File: config.mk
export PLATFORM = sky130hd
export DESIGN_NAME = wdt_ctrl
export DESIGN_NICKNAME = d
export VERILOG_FILES = /design/src/rtl/wdt_pkg.sv /design/src/rtl/wdt_counter.sv /design/src/rtl/wdt_ctrl.sv
export SDC_FILE = /design/constraint.sdc
export NUM_CORES = 1
export LEC_CHECK = 0
export ABC_AREA = 1
export ABC_CLOCK_PERIOD_IN_PS = 5500
export CAP_MARGIN = 15
export CORE_MARGIN = 2
export CORE_UTILIZATION = 45
export CTS_CLUSTER_DIAMETER = 30
export CTS_CLUSTER_SIZE = 16
export DETAILED_ROUTE_END_ITERATION = 8
export MAX_ROUTING_LAYER = met4
export PLACE_DENSITY_LB_ADDON = 0.15
export SLEW_MARGIN = 10
export SYNTH_ARGS = -nofsm -noshare
export SYNTH_HDL_FRONTEND = slang
export SYNTH_SLANG_ARGS = --single-unit
File: constraint.sdc
create_clock -name clk -period 5.5 [get_ports clk]
set_clock_uncertainty 0.1 [all_clocks]
set_input_delay 0.55 -clock clk [delete_from_list [all_inputs] [get_ports clk]]
set_output_delay 0.55 -clock clk [all_outputs]
set_load 0.05 [all_outputs]
File: src/rtl/wdt_pkg.sv
// Shared types and default register offsets for the watchdog control core.
package wdt_pkg;

  // Watchdog sequencing states.
  typedef enum logic [1:0] {
    IDLE    = 2'd0,
    COUNT   = 2'd1,
    TIMEOUT = 2'd2
  } wdt_state_t;

  // Default byte offsets (addr[11:0]) of the software-visible registers.
  localparam logic [11:0] OFS_WDEN_DEF   = 12'h100;
  localparam logic [11:0] OFS_WDLIVE_DEF = 12'h200;
  localparam logic [11:0] OFS_WTOCNT_DEF = 12'h300;

  // Byte lanes carried by one write beat.
  localparam int unsigned WR_BYTES = 4;

endpackage

File: src/rtl/wdt_counter.sv
// Timeout counter: synchronous clear, increment, and an unsigned >= limit flag.
module wdt_counter
  import wdt_pkg::*;
#(
  parameter int unsigned CNT_W = 32
) (
  input  logic             clk,
  input  logic             rst,
  input  logic             clr,
  input  logic             inc,
  input  logic [CNT_W-1:0] limit,
  output logic [CNT_W-1:0] cnt,
  output logic             ge_c
);

  // Clear has priority over increment; callers never increment past limit.
  always_ff @(posedge clk) begin
    if (rst) begin
      cnt <= '0;
    end else if (clr) begin
      cnt <= '0;
    end else if (inc) begin
      cnt <= cnt + CNT_W'(1);
    end
  end

  // Expiry flag consumed by the sequencer in the same cycle.
  assign ge_c = (cnt >= limit);

endmodule

File: src/rtl/wdt_ctrl.sv
// Watchdog control core: register write decode, timeout sequencer, interrupt.
module wdt_ctrl
  import wdt_pkg::*;
#(
  parameter int unsigned CNT_W      = 32,
  parameter logic [11:0] OFS_WDEN   = OFS_WDEN_DEF,
  parameter logic [11:0] OFS_WDLIVE = OFS_WDLIVE_DEF,
  parameter logic [11:0] OFS_WTOCNT = OFS_WTOCNT_DEF
) (
  input  logic             clk,
  input  logic             rst,
  input  logic             wr_en,
  input  logic [31:0]      wr_addr,
  input  logic [31:0]      wr_data,
  input  logic [3:0]       wr_strb,
  output logic             addr_err,
  output logic [CNT_W-1:0] cnt_o,
  output logic             WDT_interrupt
);

  localparam int unsigned WIDE_W = (CNT_W > 32) ? CNT_W : 32;

  logic             wden;
  logic [CNT_W-1:0] wtocnt;
  logic             start_q;
  logic             stop_q;
  logic             kick_q;
  wdt_state_t       state;
  wdt_state_t       state_nxt;
  logic             cnt_clr;
  logic             cnt_inc;
  logic             cnt_ge;
  logic [11:0]      ofs;
  logic             hit_wden;
  logic             hit_live;
  logic             hit_wtocnt;
  logic [WIDE_W-1:0] wtocnt_wide;
  logic             unused_addr;

  assign ofs         = wr_addr[11:0];
  assign hit_wden    = (ofs == OFS_WDEN);
  assign hit_live    = (ofs == OFS_WDLIVE);
  assign hit_wtocnt  = (ofs == OFS_WTOCNT);
  assign unused_addr = ^wr_addr[31:12];

  // Byte-lane merge of a WTOCNT write over the current value.
  always_comb begin
    wtocnt_wide = WIDE_W'(wtocnt);
    for (int i = 0; i < WR_BYTES; i++) begin
      if (wr_strb[i]) begin
        wtocnt_wide[8*i +: 8] = wr_data[8*i +: 8];
      end
    end
  end

  // Register decode; enable edges and kicks become one-cycle event pulses.
  always_ff @(posedge clk) begin
    if (rst) begin
      wden     <= 1'b0;
      wtocnt   <= '0;
      start_q  <= 1'b0;
      stop_q   <= 1'b0;
      kick_q   <= 1'b0;
      addr_err <= 1'b0;
    end else begin
      start_q  <= 1'b0;
      stop_q   <= 1'b0;
      kick_q   <= 1'b0;
      addr_err <= 1'b0;
      if (wr_en) begin
        if (hit_wden) begin
          if (wr_strb[0]) begin
            wden    <= wr_data[0];
            start_q <= !wden && wr_data[0];
            stop_q  <= wden && !wr_data[0];
          end
        end else if (hit_live) begin
          kick_q <= wr_strb[0] && wr_data[0];
        end else if (hit_wtocnt) begin
          wtocnt <= CNT_W'(wtocnt_wide);
        end else begin
          addr_err <= 1'b1;
        end
      end
    end
  end

  // Next state and counter control: wden clear > kick > expiry > increment.
  always_comb begin
    state_nxt = state;
    cnt_clr   = 1'b0;
    cnt_inc   = 1'b0;
    case (state)
      IDLE: begin
        cnt_clr = 1'b1;
        if (start_q) begin
          state_nxt = COUNT;
        end
      end
      COUNT: begin
        if (stop_q) begin
          state_nxt = IDLE;
          cnt_clr   = 1'b1;
        end else if (kick_q) begin
          cnt_clr = 1'b1;
        end else if (cnt_ge) begin
          state_nxt = TIMEOUT;
        end else begin
          cnt_inc = 1'b1;
        end
      end
      TIMEOUT: begin
        if (stop_q) begin
          state_nxt = IDLE;
          cnt_clr   = 1'b1;
        end else if (kick_q) begin
          state_nxt = COUNT;
          cnt_clr   = 1'b1;
        end
      end
      default: begin
        state_nxt = IDLE;
        cnt_clr   = 1'b1;
      end
    endcase
  end

  // State register; the interrupt is registered from the next state.
  always_ff @(posedge clk) begin
    if (rst) begin
      state         <= IDLE;
      WDT_interrupt <= 1'b0;
    end else begin
      state         <= state_nxt;
      WDT_interrupt <= (state_nxt == TIMEOUT);
    end
  end

  wdt_counter #(
    .CNT_W (CNT_W)
  ) u_counter (
    .clk   (clk),
    .rst   (rst),
    .clr   (cnt_clr),
    .inc   (cnt_inc),
    .limit (wtocnt),
    .cnt   (cnt_o),
    .ge_c  (cnt_ge)
  );

endmodule

==> results.txt, run 1 <==
The worst setup path is captured at a register. The routed layout has 4,291 vias. The worst-case clock buffer depth is 2. The class of the tightest hold or removal check is reg2reg.

The first-pass GRT wire length came out at 18,400 um. The synthesized design contains 72 register bits. The detailed router finished its first iteration with 264 violations. The critical path goes through ha_1 > a21oi_1 > o21a_1 > nand2_1 > a21oi_4 > buf_4 > nand3_4 > nand2_1 > a21oi_1. The count of final hold-check violations is 0.

In the final design database the tool counted 816 nets. The transition at the pin with the smallest max-transition slack is 0.826 ns. The number of hold buffers added after CTS was 0. The share of power burned in the clock network came out at 45.1%. Dividing total power by cell area gives a power density of 187 mW/mm^2.

The via count of the first global-routing pass came out at 3,899. Ranked by total cell area, the synthesized netlist is headed by sky130_fd_sc_hd__dfxtp_1 (32%), sky130_fd_sc_hd__nand2_1 (13%), sky130_fd_sc_hd__ha_1 (10%). After layout, the worst path uses 51.8% of the clock period. Buffers inserted during clock tree synthesis total 9. The critical path in this run is classified as reg2reg. After detailed routing, the number of vias per cell comes to 5.07.

After floorplanning, the core was divided into 36 placement rows. The worst pin sits at a relative slew slack of 44.9%. The area share of the largest cell type after synthesis came out at 32.4%. The clock-pin transition on the worst setup and hold timing paths came out at 0.08 ns. In the synthesized netlist, the number of instances is 632. The internal power component is 814 uW. The leakage power figure came out at 0.00204 uW. The estimated wirelength of the detail-placed design is 8380 um.

The synthesized design spends more area on one cell type than any other, namely sky130_fd_sc_hd__dfxtp_1. The endpoint identified for the worst register-to-register timing path is u_counter.cnt[16]$_SDFFE_PP0P_. For this run the aggregate overflow at the end of global routing stands at 0.

Setup repair after global routing left no endpoint under its margin. The number of warnings printed during yosys synthesis came out at 0. The number of buffers inserted to repair setup after CTS came out at 0. Before CTS, the worst setup slack after placement is 2.69 ns. The count of unresolved DRC violations after routing came out at 0. The number of enable-type register cells in the synthesized netlist came out at 0. The fraction of synthesis flops using an asynchronous set or reset pin is 0%.

The final critical path time including I/O delays and setup came out at 2.85 ns. The cell with the biggest individual delay on the critical path is sky130_fd_sc_hd__dfxtp_1. Counting cells, the worst reg-to-reg path comes to 9.

The number of antenna violations at the first check in global routing is 0. The area of the mapped netlist came out at 0.00445 mm^2. The final weighted congestion in routability-driven placement came out at 0.913. In this run the power spent charging and discharging nets is 229 uW. The height of the die is 103 um. The placeable core region is 0.00968 mm^2. The critical path crosses 9 cells after its start point. The cell family with the largest share of critical-path delay is compound AO/OA/AOI/OAI gates. The required time at the endpoint of the critical path is 5.62 ns.

The global routing usage summed across all routing layers is 22.7%. STA classifies the critical path startpoint as a register. In the final layout, the share of cells above drive strength 1 is 5.47%. By count the netlist is led by sky130_fd_sc_hd__nand2_1 (152), sky130_fd_sc_hd__a21oi_1 (80), sky130_fd_sc_hd__dfxtp_1 (72). The die boundary width is 103 um.

The number of routed nets with antenna violations came out at 0. The H-tree depth reported by CTS came out at 3. The repair_antennas step left the layout with diodes totalling 0. The number of gates given a new drive strength after cts is 0. The final count of negative-setup-slack endpoints is 0. Of the total power, registers draw 50.0%.

The share of total power consumed by net switching is 21.9%. Among all flip-flop cells after synthesis, the most frequent one is sky130_fd_sc_hd__dfxtp_1. Static timing analysis puts the maximum clock frequency at 0.351 GHz. The run finished with clean final reports.

The final critical-path setup slack came out at 2.65 ns. The per-cell routed wire length came out at 13.1 um. In this run the worst setup path begins at u_counter.cnt[21]$_SDFFE_PP0P_.

The initial cell density of the core is 46.0%. The final core area utilization is 57.5%. The maximum cell stage delay along the critical path came out at 0.53 ns.

The number of buffers and inverters on the critical path is 1. The worst-case vdd ir drop is 0.000102 V. The startpoint of the worst register-to-register path is u_counter.cnt[21]$_SDFFE_PP0P_.

The arrival time of the worst setup path is 2.97 ns. The die covers 0.0107 mm^2. The final hold slack is 0.327 ns. The later-pin clock latency in the skew report came out at 0.35 ns. The net count of the mapped netlist is 740.

The largest fanout of any net on the critical path is 32. For this design, the sink count on the clock tree is 72. The number of distinct library cells after synthesis is 35. The end point of the critical path is u_counter.cnt[16]$_SDFFE_PP0P_. The pin count of the biggest net entering global routing came out at 35. The max-slew violation count is 0. The area growth from synthesis to layout is 25.2%. The sequential area share after synthesis is 32.4%. The final sum of negative setup slack came out at 0 ns.

The flop-to-flop setup slack is 2.65 ns. The port buffer count came out at 84. The top-level I/O count came out at 105.

The max-capacitance violation count is 0. The average cell area after synthesis is 7.04 um^2. Combinational logic burns 4.9% of the power.

The root buffer cell chosen for the clock tree is sky130_fd_sc_hd__clkbuf_8. The CTS tree is built. The final routed wirelength across all metal layers came out at 11,100 um. The count of TritonRoute iterations in the first routing pass is 5. The most common cell in the synthesized netlist is sky130_fd_sc_hd__nand2_1.
## through the flow
step	power, uW	cell area, um^2	instances
after floorplan	546	4450	632
after global placement	584	5350	830
after detailed placement	585	5350	830
after CTS	1050	5570	846
after global routing	1080	5570	846
final	1040	5570	846
## logic make-up after synthesis
kind of cell	share of synthesized area, %
DFF	32.4
buffers and inverters	8.97
AOI/OAI and AO/OA	14.2
muxes	0.225
adders and majority gates	10.4
xor gates and xnor gates	4.72
and+or+nand+nor	29.1
## routing by layer
metal  global-route usage (%)  part of all wire, %  wire, um  vias up
li1                         -                    -         -     2239
met1                     30.7                   48      5350     1936
met2                     34.8                   46      5070      106
met3                     3.76                  4.9       546       10
met4                     6.78                  1.2       134        0
met5                        -                    0         0        -
## cell usage in the layout (no fill, tap or decap), types with 10 or more instances in the layout
cell type and count:
sky130_fd_sc_hd__a21oi_1 80, sky130_fd_sc_hd__clkdlybuf4s50_1 84, sky130_fd_sc_hd__inv_1 68, sky130_fd_sc_hd__xnor2_1 10, sky130_fd_sc_hd__o21ai_0 30, sky130_fd_sc_hd__nand2_1 152
sky130_fd_sc_hd__dfxtp_1 72, sky130_fd_sc_hd__xor2_1 14, sky130_fd_sc_hd__nor2_1 58, sky130_fd_sc_hd__nand4_1 40, sky130_fd_sc_hd__ha_1 37
## worst min-delay path by stage
stage / endpoint / depth (start not counted) / from / slack [ns]
after global routing: start_q$_SDFF_PP0_ / 1 / wden$_SDFFE_PP0P_ / 0.35
after CTS: start_q$_SDFF_PP0_ / 1 / wden$_SDFFE_PP0P_ / 0.33
final: start_q$_SDFF_PP0_ / 1 / wden$_SDFFE_PP0P_ / 0.33
after global placement: start_q$_SDFF_PP0_ / 1 / wden$_SDFFE_PP0P_ / 0.32
after floorplan: start_q$_SDFF_PP0_ / 1 / wden$_SDFFE_PP0P_ / 0.30
after detailed placement: start_q$_SDFF_PP0_ / 1 / wden$_SDFFE_PP0P_ / 0.31
## power by group through the flow
stage                     clock network (uW)  registers (uW)  logic (uW)
after floorplan                            0             535        10.6
after CTS                                481             521        51.8
after global routing                     501             521        56.5
after global placement                     0             534        50.8
after detailed placement                   0             534        51.8
final                                    471             521        51.4
## area by class of cell
class,instances,area (um^2)
inverter,70,263
timing repair buffer,87,863
sequential,72,1440
tap,133,166
clock buffer,10,128
multi-input combinational,468,2620
clock inverter,6,92.6
fill,924,4110
## worst register-to-register path: cells and delay by family (launching register included)
family / cells / cell delay [ns]
flops: 1 / 0.53
compound gates: 4 / 0.84
fa+ha+maj: 1 / 0.31
buf+inv: 1 / 0.33
simple gates: 3 / 0.62
## state kept, by name, indices dropped and copies added, names as in the netlist
| name | flops |
|---|---|
| u_counter.cnt | 32 |
| state | 2 |
| WDT_interrupt | 1 |
| start_q | 1 |
| wden | 1 |
| kick_q | 1 |
| wtocnt | 32 |
| stop_q | 1 |
| addr_err | 1 |
(Power assumes the default switching activity.)
==> inputs of run 2 (changes only) <==
Settings changed: ABC_CLOCK_PERIOD_IN_PS 5500 to 2800.
Clock period 5.5 ns to 2.8 ns, I/O delays scaled along.
==> run 2 against run 1 <==
Net effect:
- first-iteration DRC count is 21% lower
- critical path depth is 1 lower
- via count is 0.98% higher
- hold slack better by 0.012 ns
- sequential cell count stayed put
- largest cell class unchanged
- largest power group unchanged
==> results.txt, run 2 (synthesis gave the netlist of run 1 again) <==
The run finished with clean final reports. The final routed wirelength across all metal layers was 11,700 um (+5.8%). The height of the die is 103 um (unchanged). The power density of the placed cells is 349 mW/mm^2 (+86%). The count of unresolved DRC violations after routing is 0 (unchanged). The highest achievable clock rate came out at 0.443 GHz (+26%).

The required time at the endpoint of the critical path is 2.92 ns (-2.70 ns). The worst-case vdd ir drop came out at 0.000272 V (+170%). The number of sinks handled by clock tree synthesis came out at 72 (unchanged). The final cycle utilization of the critical path came out at 80.6% (+29 points). The largest fanout of any net on the critical path came out at 32 (unchanged). The placeable core region came out at 0.00968 mm^2 (unchanged).

The worst-case clock buffer depth is 2 (unchanged). The transition at the pin with the smallest max-transition slack is 0.530 ns (-0.296 ns). The floorplan die area is 0.0107 mm^2 (unchanged). The count of inserted antenna diode cells came to 0 (unchanged). The worst setup slack after placement came out at 0.595 ns (-2.10 ns). The number of antenna violations at the first check in global routing came out at 0 (unchanged).

The estimated wirelength of the detail-placed design is 8860 um (+5.8%). The later-pin clock latency in the skew report came out at 0.35 ns (about the same). The die boundary width is 103 um (unchanged). The count of final hold-check violations is 0 (unchanged). The number of DRC markers in iteration 0 came out at 209 (-21%). The H-tree depth reported by CTS was 3 (unchanged).

The critical path goes through ha_1 > a21oi_1 > o21a_1 > nand2_1 > a21oi_4 > nand3_4 > nand2_1 > a21oi_1. The final critical-path setup slack came out at 0.543 ns (-2.11 ns). The CTS tree is built.

The per-cell routed wire length is 13.8 um (+5.2%). The port buffer count came out at 84 (unchanged). The area growth from synthesis to layout is 25.4%. The pin count of the biggest net entering global routing came out at 34 (-2.9%). The detailed-route vias per instance came out at 5.09 (+0.39%).

The cell sitting at the root of the clock tree is a sky130_fd_sc_hd__clkbuf_8. The clock-pin transition on the worst setup and hold timing paths is 0.08 ns (about the same). In the layout the commonest cells are sky130_fd_sc_hd__nand2_1 (152), sky130_fd_sc_hd__clkdlybuf4s50_1 (84), sky130_fd_sc_hd__a21oi_1 (80), sky130_fd_sc_hd__dfxtp_1 (72), sky130_fd_sc_hd__inv_1 (68). The fraction of final layout cells sized beyond drive strength 1 came to 5.99% (+0.52 points). Setup repair after global routing left no endpoint under its margin.

The max-capacitance violation count came out at 0 (unchanged). The first-pass GRT wire length is 19,200 um (+4.3%). The number of routed nets with antenna violations came out at 0 (unchanged).

In the final layout, the registers with the most flip-flops are u_counter.cnt: 32 flops, wtocnt: 32 flops, state: 2 flops. The max-slew violation count is 0 (unchanged). The slowest stage of the critical path belongs to the cell sky130_fd_sc_hd__dfxtp_1. The number of gates given a new drive strength after cts came out at 0 (unchanged).

The post-place instance area is 0.00540 mm^2 (+0.84%). The via count of the first global-routing pass is 4,039 (+3.6%). The arrival time of the worst setup path is 2.38 ns (-0.59 ns). The library cell used most frequently in the layout, excluding fill and tap cells, is sky130_fd_sc_hd__nand2_1. The final weighted congestion in routability-driven placement is 0.908 (-0.55%). The worst setup path is captured at a register. The final critical path time including I/O delays and setup came to 2.26 ns (-0.594 ns). The final sum of negative setup slack was 0 ns (unchanged). The initial cell density of the core came out at 46.0% (unchanged). The top-level I/O count came out at 105 (unchanged).

The final count of negative-setup-slack endpoints is 0 (unchanged). The count of TritonRoute iterations in the first routing pass came to 5 (unchanged). The number of standard-cell rows in the floorplan came to 36 (unchanged). The clock buffer count from CTS came out at 9 (unchanged). The critical path in this run is classified as reg2reg. The worst setup path is launched from a register. The final-stage net count is 822 (+0.74%). The global routing usage summed across all routing layers came out at 23.7% (+1.0 points). The via count came out at 4,333 (+0.98%). The number of buffers inserted for hold repair after clock tree synthesis came out at 0 (unchanged).

The total non-filler cell area in the finished layout is 0.00558 mm^2 (+0.22%). The maximum cell stage delay along the critical path was 0.54 ns (about the same). The number of buffers inserted to repair setup after CTS came out at 0 (unchanged).

The leakage power figure came out at 0.00206 uW (+0.99%). The class of the tightest hold or removal check is reg2reg. The global-route congestion overflow total is 0 (unchanged). The normalized max-slew margin came to 64.6% (+20 points).
[run 2: cell types whose count changed in the layout (fill, tap and decap cells not counted), sizes merged]
cell      change
clkinvlp      -1
bufinv        -1
inv           -1
buf           +6
clkbuf        +2
[run 2: worst max-delay path: cells and delay by family (launching register included)]
kind	cells	cell delay [ns]
simple gates	3	0.59
fa+ha+maj	1	0.31
compound gates	4	0.56
flops	1	0.54
[run 2: per-stage QoR]
stage	instances	util (%)	hold slack, ns	total power [uW]
after floorplan	632	-	0.252	1070
after global routing	851	57.6	0.362	2020
after global placement	836	55.7	0.318	1150
after CTS	851	57.6	0.337	1960
after detailed placement	836	55.7	0.325	1150
final	851	57.6	0.340	1950
[run 2: report_power, final]
group	switching, uW	total (uW)	internal (uW)
logic	32.8	102	69.7
registers	0.186	1020	1020
clock network	390	820	431
[run 2: layer usage]
layer,up-vias,track usage (%),part of all wire [%]
li1,2255,-,-
met1,1939,32.1,48
met2,126,37.0,46
met3,13,3.16,5.0
met4,0,7.19,1.3
met5,-,-,0
[run 2: path summary, 6_finish.rpt]
| path | startpoint | end | slack, ns | cells after the start |
|---|---|---|---|---|
| max | u_counter.cnt[21]$_SDFFE_PP0P_ | u_counter.cnt[7]$_SDFFE_PP0P_ | 0.54 | 8 |
| min | wden$_SDFFE_PP0P_ | start_q$_SDFF_PP0_ | 0.34 | 1 |
| max reg2reg | u_counter.cnt[21]$_SDFFE_PP0P_ | u_counter.cnt[7]$_SDFFE_PP0P_ | 0.54 | 8 |
| min reg2reg | wden$_SDFFE_PP0P_ | start_q$_SDFF_PP0_ | 0.34 | 1 |
[run 2: cell type report]
| type | instances | area (um^2) |
|---|---|---|
| Fill cell | 957 | 4100 |
| Sequential cell | 72 | 1440 |
| Clock buffer | 12 | 145 |
| Multi-Input combinational cell | 468 | 2620 |
| Inverter | 70 | 263 |
| Timing Repair Buffer | 93 | 908 |
| Tap cell | 133 | 166 |
| Clock inverter | 3 | 42.5 |
==> inputs of run 3 (changes only) <==
Settings changed: ABC_CLOCK_PERIOD_IN_PS 2800 to 2050.
Clock period 2.8 ns to 2.05 ns, I/O delays scaled along.
==> run 3 against run 2 <==
Net effect:
- clock-buffer cell count fell by 1
- critical path type is now reg2out
- non-clock buffer count grew 47
- highest routed layer unchanged
- sequential power is 37% higher
==> results.txt, run 3 (synthesis gave the netlist of run 1 again) <==
The flow ran to the end, and the final reports show no timing, DRC or antenna violations. The via count is 4,765 (+10%). The largest registers in the layout are u_counter.cnt: 32 flops, wtocnt: 32 flops, state: 2 flops. The worst setup path is launched from a register. The per-cell routed wire length came out at 15.1 um (+9.5%). The count of inserted antenna diode cells came to 0 (unchanged). The final count of negative-setup-slack endpoints is 0 (unchanged). The later-pin clock latency in the skew report came to 0.36 ns (about the same).

The global-route congestion overflow total is 0 (unchanged). The estimated wirelength of the detail-placed design came out at 9460 um (+6.7%). The final critical path time including I/O delays and setup is 2.02 ns. The count of TritonRoute iterations in the first routing pass was 5 (unchanged). The floorplan die area was 0.0107 mm^2 (unchanged). The port buffer count is 84 (unchanged). The number of routed nets with antenna violations is 0 (unchanged). The post-layout total power is 2740 uW (+41%). The power density of the placed cells came out at 415 mW/mm^2 (+19%). The normalized max-slew margin was 64.5% (about the same). The number of antenna violations at the first check in global routing came out at 0 (unchanged). The worst path uses 98.3% of the clock period. The final sum of negative setup slack is 0 ns (unchanged). Setup repair after global routing could not meet its margin everywhere.

The largest fanout of any net on the critical path was 5 (-84%). The number of standard-cell rows in the floorplan is 36 (unchanged). The final hold slack came out at 0.326 ns (-0.0138 ns). The transition at the pin with the smallest max-transition slack is 0.530 ns (+0.000570 ns). The placeable core region was 0.00968 mm^2 (unchanged). The H-tree depth reported by CTS is 3 (unchanged). The number of DRC markers in iteration 0 came out at 286 (+37%). The required time at the endpoint of the critical path was 1.75 ns (-1.17 ns). The clock-pin transition on the worst setup and hold timing paths is 0.08 ns (about the same).

The class of the tightest hold or removal check is reg2reg. The initial cell density of the core came out at 46.0% (unchanged). The top-level I/O count came to 105 (unchanged). The arrival time of the worst setup path came out at 1.71 ns (-0.67 ns). The highest achievable clock rate came out at 0.496 GHz. The clock buffer count from CTS came out at 9 (unchanged). The kind of capture point of the worst setup path is an output port. The most common cell after layout, fill and taps aside is sky130_fd_sc_hd__nand2_1. The pin count of the biggest net entering global routing came out at 33 (-2.9%). The fraction of final layout cells sized beyond drive strength 1 came to 28.3% (+22 points). The final core area utilization came to 68.1% (+10 points). The worst-case vdd ir drop is 0.000293 V (+7.7%).

The final weighted congestion in routability-driven placement is 0.971 (+7.0%). The max-capacitance violation count came out at 0 (unchanged). The final-stage net count came out at 872 (+6.1%). The number of sinks handled by clock tree synthesis was 72 (unchanged). The height of the die came out at 103 um (unchanged). The final critical-path setup slack is 0.0341 ns (-0.509 ns).

The via count of the first global-routing pass came to 4,440 (+9.9%). The first-pass GRT wire length came to 20,800 um (+8.2%). The worst setup slack after placement is -0.0728 ns (-0.668 ns). The library cells used most frequently in the layout, excluding fill and tap cells, are sky130_fd_sc_hd__nand2_1 (123), sky130_fd_sc_hd__clkdlybuf4s50_1 (79), sky130_fd_sc_hd__a21oi_1 (64), sky130_fd_sc_hd__inv_1 (54), sky130_fd_sc_hd__nor2_1 (52). Relative to the synthesized area, the layout overhead comes to 48.3%. The count of unresolved DRC violations after routing is 0 (unchanged). The kind of critical path is reg2out. The worst-case clock buffer depth is 2 (unchanged).

The count of final hold-check violations is 0 (unchanged). The final routed wirelength across all metal layers came out at 13,600 um (+16%). TritonCTS built the clock tree. The global routing usage summed across all routing layers came out at 25.6% (+1.9 points).

The die boundary width is 103 um (unchanged). The detailed-route vias per instance is 5.28 (+3.8%). The number of buffers inserted for hold repair after clock tree synthesis came to 0 (unchanged). The max-slew violation count came out at 0 (unchanged).

The clock tree root buffer cell is sky130_fd_sc_hd__clkbuf_8. The layout filler cell count is 824 (-14%). The leakage power figure is 0.00252 uW (+22%).
-- run 3: layer usage --
layer,part of all wire (%),GRT usage [%]
met1,45,33.5
met2,48,40.8
met3,5.8,4.70
met4,1.4,6.68
met5,0,-
-- run 3: repair_timing --
item	4_1_cts	5_1_grt
cloned	2	3
resized for setup	5	103
buffers inserted	4	5
endpoints found under the setup margin	34	36
pin swaps	2	30
-- run 3: final timing paths --
path	start	endpoint	slack [ns]	depth (start not counted)
setup / recovery	u_counter.cnt[20]$_SDFFE_PP0P_	cnt_o[20]	0.03	2
hold / removal	wden$_SDFFE_PP0P_	start_q$_SDFF_PP0_	0.33	1
setup reg to reg	wtocnt[3]$_SDFFE_PP0P_	u_counter.cnt[29]$_SDFFE_PP0P_	0.04	13
hold reg to reg	wden$_SDFFE_PP0P_	start_q$_SDFF_PP0_	0.33	1
-- run 3: final cells by class --
type | instances | area [um^2] | share of cell area (%)
multi-input combinational | 471 | 3070 | 46.5
sequential | 72 | 1490 | 22.5
timing repair buffer | 140 | 1400 | 21.3
inverter | 70 | 263 | 3.98
tap | 133 | 166 | 2.52
clock buffer | 11 | 151 | 2.29
clock inverter | 5 | 55.1 | 0.834
-- run 3: worst max-delay path, stage by stage, from the launching register on --
cell and delay [ns]:
sky130_fd_sc_hd__dfxtp_2 0.39, sky130_fd_sc_hd__buf_4 0.16, sky130_fd_sc_hd__clkdlybuf4s50_1 0.80
-- run 3: metrics by stage --
stage | cell area [um^2] | instances
floorplan | 4490 | 632
global placement | 5750 | 872
detailed placement | 5750 | 872
CTS | 6050 | 894
global route | 6600 | 902
finish | 6600 | 902
-- run 3: power breakdown --
| part | switching, uW | internal [uW] |
|---|---|---|
| sequential | 0.357 | 1400 |
| combinational | 47.1 | 99.8 |
| clock | 571 | 624 |
| total | 619 | 2120 |
